===== src/rtl/br_predict_unit.sv =====
`default_nettype none
// ============================================================================
// Module : br_predict_unit
// Direct-mapped BTB/BHT with saturating direction counters and circular RAS.
// Rev    : 1.0
// ============================================================================
module br_predict_unit #(
  parameter int ENTRIES   = 16,
  parameter int RAS_DEPTH = 4,
  parameter int CTR_W     = 2
) (
  input  logic        clk,
  input  logic        rst_n,
  input  logic [31:0] f_pc,
  output logic        f_pred_taken,
  output logic [31:0] f_pred_target,
  input  logic        r_valid,
  input  logic [31:0] r_pc,
  input  logic [1:0]  r_kind,
  input  logic        r_taken,
  input  logic [31:0] r_target,
  input  logic        r_pred_taken,
  input  logic [31:0] r_pred_target,
  output logic        mispredict,
  output logic [31:0] redirect_pc,
  output logic [31:0] stat_resolved,
  output logic [31:0] stat_mispred
);
  localparam int IDX_W = $clog2(ENTRIES);
  localparam int TAG_W = 30 - IDX_W;
  localparam int PTR_W = (RAS_DEPTH > 1) ? $clog2(RAS_DEPTH) : 1;
  localparam int CNT_W = $clog2(RAS_DEPTH + 1);

  localparam logic [CTR_W-1:0] CTR_WEAK_NT = {1'b0, {(CTR_W-1){1'b1}}};
  localparam logic [CTR_W-1:0] CTR_WEAK_T  = {1'b1, {(CTR_W-1){1'b0}}};
  localparam logic [CTR_W-1:0] CTR_MAX     = '1;
  localparam logic [1:0]       KIND_COND   = 2'b00;
  localparam logic [1:0]       KIND_CALL   = 2'b10;
  localparam logic [1:0]       KIND_RET    = 2'b11;

  logic             valid_q [ENTRIES];
  logic             valid_d [ENTRIES];
  logic [TAG_W-1:0] tag_q   [ENTRIES];
  logic [TAG_W-1:0] tag_d   [ENTRIES];
  logic [1:0]       kind_q  [ENTRIES];
  logic [1:0]       kind_d  [ENTRIES];
  logic [31:0]      tgt_q   [ENTRIES];
  logic [31:0]      tgt_d   [ENTRIES];
  logic [CTR_W-1:0] ctr_q   [ENTRIES];
  logic [CTR_W-1:0] ctr_d   [ENTRIES];

  logic [31:0]      ras_q [RAS_DEPTH];
  logic [31:0]      ras_d [RAS_DEPTH];
  logic [PTR_W-1:0] sp_q, sp_d;
  logic [CNT_W-1:0] cnt_q, cnt_d;

  logic             mispredict_q, mispredict_d;
  logic [31:0]      redirect_q, redirect_d;
  logic [31:0]      stat_res_q, stat_res_d;
  logic [31:0]      stat_mis_q, stat_mis_d;

  logic [IDX_W-1:0] f_idx, r_idx;
  logic             f_hit, r_hit;
  logic [PTR_W-1:0] top_ptr;
  logic [31:0]      hit_target;
  logic [31:0]      actual_next, pred_next;
  logic             unused_low_bits;

  assign unused_low_bits = ^{f_pc[1:0], r_pc[1:0]};

  assign f_idx   = f_pc[IDX_W+1:2];
  assign f_hit   = valid_q[f_idx] && (tag_q[f_idx] == f_pc[31:IDX_W+2]);
  assign r_idx   = r_pc[IDX_W+1:2];
  assign r_hit   = valid_q[r_idx] && (tag_q[r_idx] == r_pc[31:IDX_W+2]);
  // sp_q is the next write slot; the top of stack sits one below it, circularly.
  assign top_ptr = (sp_q == '0) ? PTR_W'(RAS_DEPTH - 1) : sp_q - PTR_W'(1);

  assign actual_next = r_taken      ? r_target      : r_pc + 32'd8;
  assign pred_next   = r_pred_taken ? r_pred_target : r_pc + 32'd8;

  always_comb begin
    f_pred_taken = 1'b0;
    hit_target   = tgt_q[f_idx];
    if (f_hit) begin
      case (kind_q[f_idx])
        KIND_COND: f_pred_taken = ctr_q[f_idx][CTR_W-1];
        KIND_RET: begin
          f_pred_taken = (cnt_q != '0);
          hit_target   = ras_q[top_ptr];
        end
        default:   f_pred_taken = 1'b1;
      endcase
    end
    f_pred_target = f_pred_taken ? hit_target : f_pc + 32'd4;
  end

  always_comb begin
    valid_d      = valid_q;
    tag_d        = tag_q;
    kind_d       = kind_q;
    tgt_d        = tgt_q;
    ctr_d        = ctr_q;
    ras_d        = ras_q;
    sp_d         = sp_q;
    cnt_d        = cnt_q;
    mispredict_d = r_valid && (actual_next != pred_next);
    redirect_d   = r_valid ? actual_next : redirect_q;
    stat_res_d   = stat_res_q + {31'd0, r_valid};
    stat_mis_d   = stat_mis_q + {31'd0, mispredict_d};

    // Not-taken misses never allocate, so cold branches do not evict live entries.
    if (r_valid && (r_taken || r_hit)) begin
      valid_d[r_idx] = 1'b1;
      tag_d[r_idx]   = r_pc[31:IDX_W+2];
      kind_d[r_idx]  = r_kind;
      if (r_kind != KIND_RET) begin
        tgt_d[r_idx] = r_target;
      end
      if (!r_hit) begin
        ctr_d[r_idx] = r_taken ? CTR_WEAK_T : CTR_WEAK_NT;
      end else if (r_taken) begin
        if (ctr_q[r_idx] != CTR_MAX) ctr_d[r_idx] = ctr_q[r_idx] + CTR_W'(1);
      end else begin
        if (ctr_q[r_idx] != '0) ctr_d[r_idx] = ctr_q[r_idx] - CTR_W'(1);
      end
    end

    if (r_valid && (r_kind == KIND_CALL)) begin
      ras_d[sp_q] = r_pc + 32'd8;
      sp_d        = (sp_q == PTR_W'(RAS_DEPTH - 1)) ? '0 : sp_q + PTR_W'(1);
      if (cnt_q != CNT_W'(RAS_DEPTH)) cnt_d = cnt_q + CNT_W'(1);
    end else if (r_valid && (r_kind == KIND_RET) && (cnt_q != '0)) begin
      sp_d  = top_ptr;
      cnt_d = cnt_q - CNT_W'(1);
    end
  end

  always_ff @(posedge clk or negedge rst_n) begin
    if (!rst_n) begin
      for (int i = 0; i < ENTRIES; i++) begin
        valid_q[i] <= 1'b0;
        tag_q[i]   <= '0;
        kind_q[i]  <= '0;
        tgt_q[i]   <= '0;
        ctr_q[i]   <= CTR_WEAK_NT;
      end
      for (int j = 0; j < RAS_DEPTH; j++) begin
        ras_q[j] <= '0;
      end
      sp_q         <= '0;
      cnt_q        <= '0;
      mispredict_q <= 1'b0;
      redirect_q   <= '0;
      stat_res_q   <= '0;
      stat_mis_q   <= '0;
    end else begin
      valid_q      <= valid_d;
      tag_q        <= tag_d;
      kind_q       <= kind_d;
      tgt_q        <= tgt_d;
      ctr_q        <= ctr_d;
      ras_q        <= ras_d;
      sp_q         <= sp_d;
      cnt_q        <= cnt_d;
      mispredict_q <= mispredict_d;
      redirect_q   <= redirect_d;
      stat_res_q   <= stat_res_d;
      stat_mis_q   <= stat_mis_d;
    end
  end

  assign mispredict    = mispredict_q;
  assign redirect_pc   = redirect_q;
  assign stat_resolved = stat_res_q;
  assign stat_mispred  = stat_mis_q;

endmodule
`default_nettype wire


===== config.mk =====
export PLATFORM = sky130hd
export DESIGN_NAME = br_predict_unit
export DESIGN_NICKNAME = d
export VERILOG_FILES = /design/src/rtl/br_predict_unit.sv
export SDC_FILE = /design/constraint.sdc
export NUM_CORES = 2
export LEC_CHECK = 0
export ABC_CLOCK_PERIOD_IN_PS = 5500
export CAP_MARGIN = 30
export CORE_ASPECT_RATIO = 1.25
export CORE_MARGIN = 3
export CORE_UTILIZATION = 55
export CTS_BUF_LIST = sky130_fd_sc_hd__clkbuf_16
export CTS_CLUSTER_SIZE = 12
export DETAILED_ROUTE_END_ITERATION = 7
export GPL_ROUTABILITY_DRIVEN = 0
export PLACE_DENSITY = 0.76
export SLEW_MARGIN = 30
export SYNTH_ARGS = -nofsm -noshare
export SYNTH_HDL_FRONTEND = slang
export SYNTH_SLANG_ARGS = --single-unit

===== constraint.sdc =====
create_clock -name clk -period 5.5 [get_ports clk]
set_input_delay 0.55 -clock clk [delete_from_list [all_inputs] [get_ports clk]]
set_output_delay 0.55 -clock clk [all_outputs]
set_load 0.05 [all_outputs]

## Word level (Yosys, flattened, before mapping)

Index checks and enable logic that the tools add are counted.
Widths: inputs -> output; s select.

- Add/subtract/negate cells: 10
- Magnitude comparators: 6
- Equal/unequal tests: 13
- Muxes and demuxes: 63
- Bitwise gates (word level): 5
- Reductions and logical operators: 18

Operator list:

| kind | number |
|---|---|
| $bwmux 512 | 1 |
| $mux 32 | 15 |
| $bwmux 416 | 1 |
| $bmux 26 s4 | 2 |
| $mux 26 | 5 |
| $bmux 32 s4 | 1 |
| $bwmux 128 | 1 |
| $bwmux 32 | 4 |
| $demux 32 s4 | 1 |
| $demux 26 s4 | 1 |
| $add 32x1->32 | 2 |
| $bmux 32 s2 | 1 |
| $demux 32 s2 | 1 |
| $eq 26x26->1 | 2 |
| $add 32x3->32 const B | 1 |
| $add 32x4->32 const B | 1 |
| $ne 32x32->1 | 1 |
| $bmux 2 s4 | 3 |
| $mux 2 | 12 |
| $or 16x16->16 | 1 |
| $ge 5x5->1 const B | 2 |
| $not 4->5 | 2 |
| $logic_and 1x1->1 | 9 |
| $mux 3 | 3 |
| other kinds (24) | 42 |

- Bits in registers: 1238
- Input port bits: 135
- Output and inout port bits: 130
- Word-level logic and storage cells: 205

## Depth between registers and ports, before layout

- Depth in word-level cells: 9
- Depth in mapped cells: 22

## Worst setup path before layout

No wires, ideal clock.

- Path type: input -> output
- Start: input port f_pc[2]
- End: output port f_pred_target[14]
- Data arrival time: 5.454 ns
- Required time: 4.950 ns
- Setup slack: -0.504 ns
- Cell stages on the path: 16
- Path through: buf_2 -> buf_6 -> buf_6 -> buf_2 -> buf_2 -> buf_2 -> clkbuf_1 -> mux4_2 -> mux4_2 -> ha_1 -> clkbuf_1 -> a221oi_1 -> nand4b_1 -> clkbuf_1 -> a211oi_1 -> a21oi_1

- Word-level cells in the longest chain between the ends: 8
- Elaborated cells on any way between the ends: 26

Ends and longest elaborated chain:

| item | RTL line | text |
|---|---|---|
| start, declared | 14 | `input logic [31:0] f_pc,` |
| $not 4->5 (not written as such) | - |  |
| $bmux 26 s4 or $bmux 2 s4 (tied branches) | 72, 85 |  |
| $mux 26 (not written as such) or $mux 2 (tied branches) (2 in series) | 72, 85 |  |
| $eq 26x26->1, or another cell as far along | 72 | `assign f_hit = valid_q[f_idx] && (tag_q[f_idx] == f_pc[31:IDX_W+2]);` |
| $logic_and 1x1->1, or another cell as far along | 72 |  |
| $mux 32 or $mux 1 (tied branches) | 84 | `if (f_hit) begin` |
| $mux 32 (*) | 94 | `f_pred_target = f_pred_taken ? hit_target : f_pc + 32'd4;` |
| end, declared | 16 | `output logic [31:0] f_pred_target,` |

Mark *: on every way between the ends. The rest lies on a longest branch, timed or not. The select of a mux whose other input is x is not followed.

## Worst setup path in the final report

- Start: input port f_pc[2]
- End: output port f_pred_target[13]

Same word-level chain as after synthesis.

==> metrics.txt <==
Initial DRT Pass Iterations 6; Synth cell types 83; # fillers 8246; RSZ-0062 raised after global routing false; dpl ws 0.152 ns; Pwr Density 359 nW/µm²; Max-cap violations 0; drt total wl 199 mm; HP Class in2reg; GRT overflow 0; CTS Buffer Depth 3; Critical Path RT 4.95 ns; max-slew violation count 0; DRT antenna net count 0; Post-route DRC 0; min Tclk post-route 5.38 ns; DRT iter0 DRCs 4396; Initial Utilization 55.7%; post-synthesis compound-gate area fraction 4.02%; Arr. time, crit path 4.83 ns; clk sink count 1238; Post-Syn Instances 4548; vias per cell 6.75; startpoint types primary input; # IOs 265; die area 119000 µm²; Placed Instances 6176; Setup crit end kind output port; core area 114000 µm²; setup ws final 0.122 ns; Rel. slew slack 23.1%; run status complete, no violations; top cell type's share of synthesized area 48.3%; leading area contributor after synthesis dfrtp_1; Max Clk Rate 186 MHz; Port-buffer cells 264; top post-synthesis cells by area dfrtp_1 (48%), mux2_2 (16%), mux4_2 (15%); vias in the first global route 44300; Adder-Cell Fraction of Synth Area 0.328%; Hold Vio Cnt, Final 0; leakage 31.7 nW; Post-Synth XOR/XNOR Area 3.41%; most frequent cell after synthesis dfrtp_1; initial antenna violation count 11; WHS 0.198 ns; largest net degree at the start of global routing 170; Power Total 26.3 mW; storage element area 31000 µm²; mux share of post-synthesis cell area 35.2%; CTS Buf Count 121; Seq cells post-synth 1238; Total Routing Usage GR 33.6%; Std-Cell Rows 138; Avg Inst Size Synth 13.9 µm²; Nets 4983; Synth Area in Simple Gates 4.85%; worst skew pair latency 0.75 ns; setup violators final 0; Worst Skew 0.0382 ns; via count 43000; Mapped Nets 4699; post_cts resized 0; CTS tree yes; yosys warns 0; Die Height 386 µm; Syn-to-layout area delta 15.6%; Post-synth EDFFs 0; Post-synth ARST share 100%; crit-path max FO 24; Peak VDD IR 0.350 mV; DR WL/cell 31.2 µm; Finished Layout Cells 6377; HPWL Detailed 136 mm; H-tree depth reported by CTS 3; first-pass GRT wire length 294 mm; Synth Flop Type dfrtp_1; Least-Margin Pin Slew 1.15 ns; Clock Tree Root clkbuf_16; largest family of logic cells by synthesized area multiplexers; Final Cycle Share 97.8%; CP Class in2out; Synth Cell Area 63400 µm²; commonest cells in the netlist dfrtp_1 (1222), mux2_2 (878), mux4_2 (421); Multi-input gate area 30700 µm²; Reg clk slew, reported paths 0.06 ns; fraction of layout cells with a size suffix above 1 39.2%; Die W 310 µm; part of the Yosys area used for sequential elements 48.9%
==> power by group <==
group	total (mW)	internal, mW	switching (mW)
clock	7.58	4.08	3.50
sequential	12.3	11.0	1.22
combinational	6.50	3.36	3.14
==> metrics by stage <==
step	setup TNS [ns]	cell area, µm²	util (%)
after CTS	0	73200	64.3
after detailed placement	0	69800	61.3
final	0	73300	64.4
after floorplan	-0.887	63500	-
after global placement	0	69700	61.3
after global routing	0	73200	64.4
==> layer usage <==
metal	share of wire (%)	vias to the layer above	track usage (%)
met5	0.086	-	0
met4	6.4	6	18.6
met3	11	614	9.89
met2	46	2374	51.2
met1	37	22600	43.5
li1	-	17400	-
==> flip-flops by register name, summed over array words and instances (netlist names), 16 cells and up <==
register and flops:
ctr_q 32, kind_q 32, ras_q 128, redirect_pc 32
stat_mispred 32, stat_resolved 32, tag_q 416, tgt_q 512
valid_q 16
==> layout make-up <==
type	instances	share of cell area (%)
Sequential cell	1238	42.3
Multi-Input combinational cell	2856	41.9
Timing Repair Buffer	579	8.35
Clock buffer	124	4.24
Tap cell	1470	2.51
Clock inverter	64	0.432
Inverter	36	0.184
Antenna cell	10	0.0342
==> layout by cell type, fill, tap and decap left out, types with 28 or more instances in the layout <==
cell             synthesis  layout
dfrtp_1               1222    1222
mux2_2                 878     878
mux4_2                 421     421
buf_4                   26     258
nand2_1                227     223
clkdlybuf4s50_1          0     220
xnor2_1                163     163
o21ai_0                161     161
mux2_1                 160     160
clkbuf_16                0     124
mux2i_1                112     112
nand3_1                 98      98
buf_12                   0      94
xor2_1                  84      84
nor2_1                  91      60
inv_1                   33      58
nor2b_1                 38      36
nor3_1                  35      35
nand4_1                 34      34
a211oi_1                35      33
a21oi_1                 60      33
clkinv_1                 1      31
nor2_4                   0      31
a22oi_1                 29      29
and3_1                  28      28
==> worst max-delay path, stage by stage <==
cell	delay, ns
buf_8	0.31
buf_12	0.24
buf_4	0.18
mux4_2	0.50
mux4_2	0.61
xnor2_1	0.25
nand4_1	0.12
nor3_1	0.45
nand4b_1	0.22
buf_4	0.21
buf_4	0.24
a211oi_1	0.41
buf_4	0.25
a21oi_2	0.04
buf_4	0.20
==> cell families after synthesis <==
group / Yosys count
AO/OA/AOI/OAI: 396
AND/OR/NAND/NOR: 626
buffers and inverters: 454
adder cells (fa/ha/maj): 16
XOR/XNOR: 247
flip-flops: 1238
multiplexers: 1571
==> path summary, 6_finish.rpt <==
kind	slack, ns	cells after the start	startpoint	endpoint
worst max register to register	1.25	12	tag_q[154]	tgt_q[442]
worst min register to register	0.47	1	stat_resolved[31]	stat_resolved[31]
worst min-delay path	0.20	2	r_pc[3]	ras_q[35]
min in group asynchronous	0.36	2	rst_n	stat_resolved[22]
max in group asynchronous	3.55	3	rst_n	ras_q[60]
worst max-delay path	0.12	15	f_pc[2]	f_pred_target[13]
==> repair_timing <==
action,4_1_cts,5_1_grt
hold endpoints to repair,110,0
setup buffers,0,0
hold buffers,1,0
Note: power is estimated with default switching activity, not from simulation.
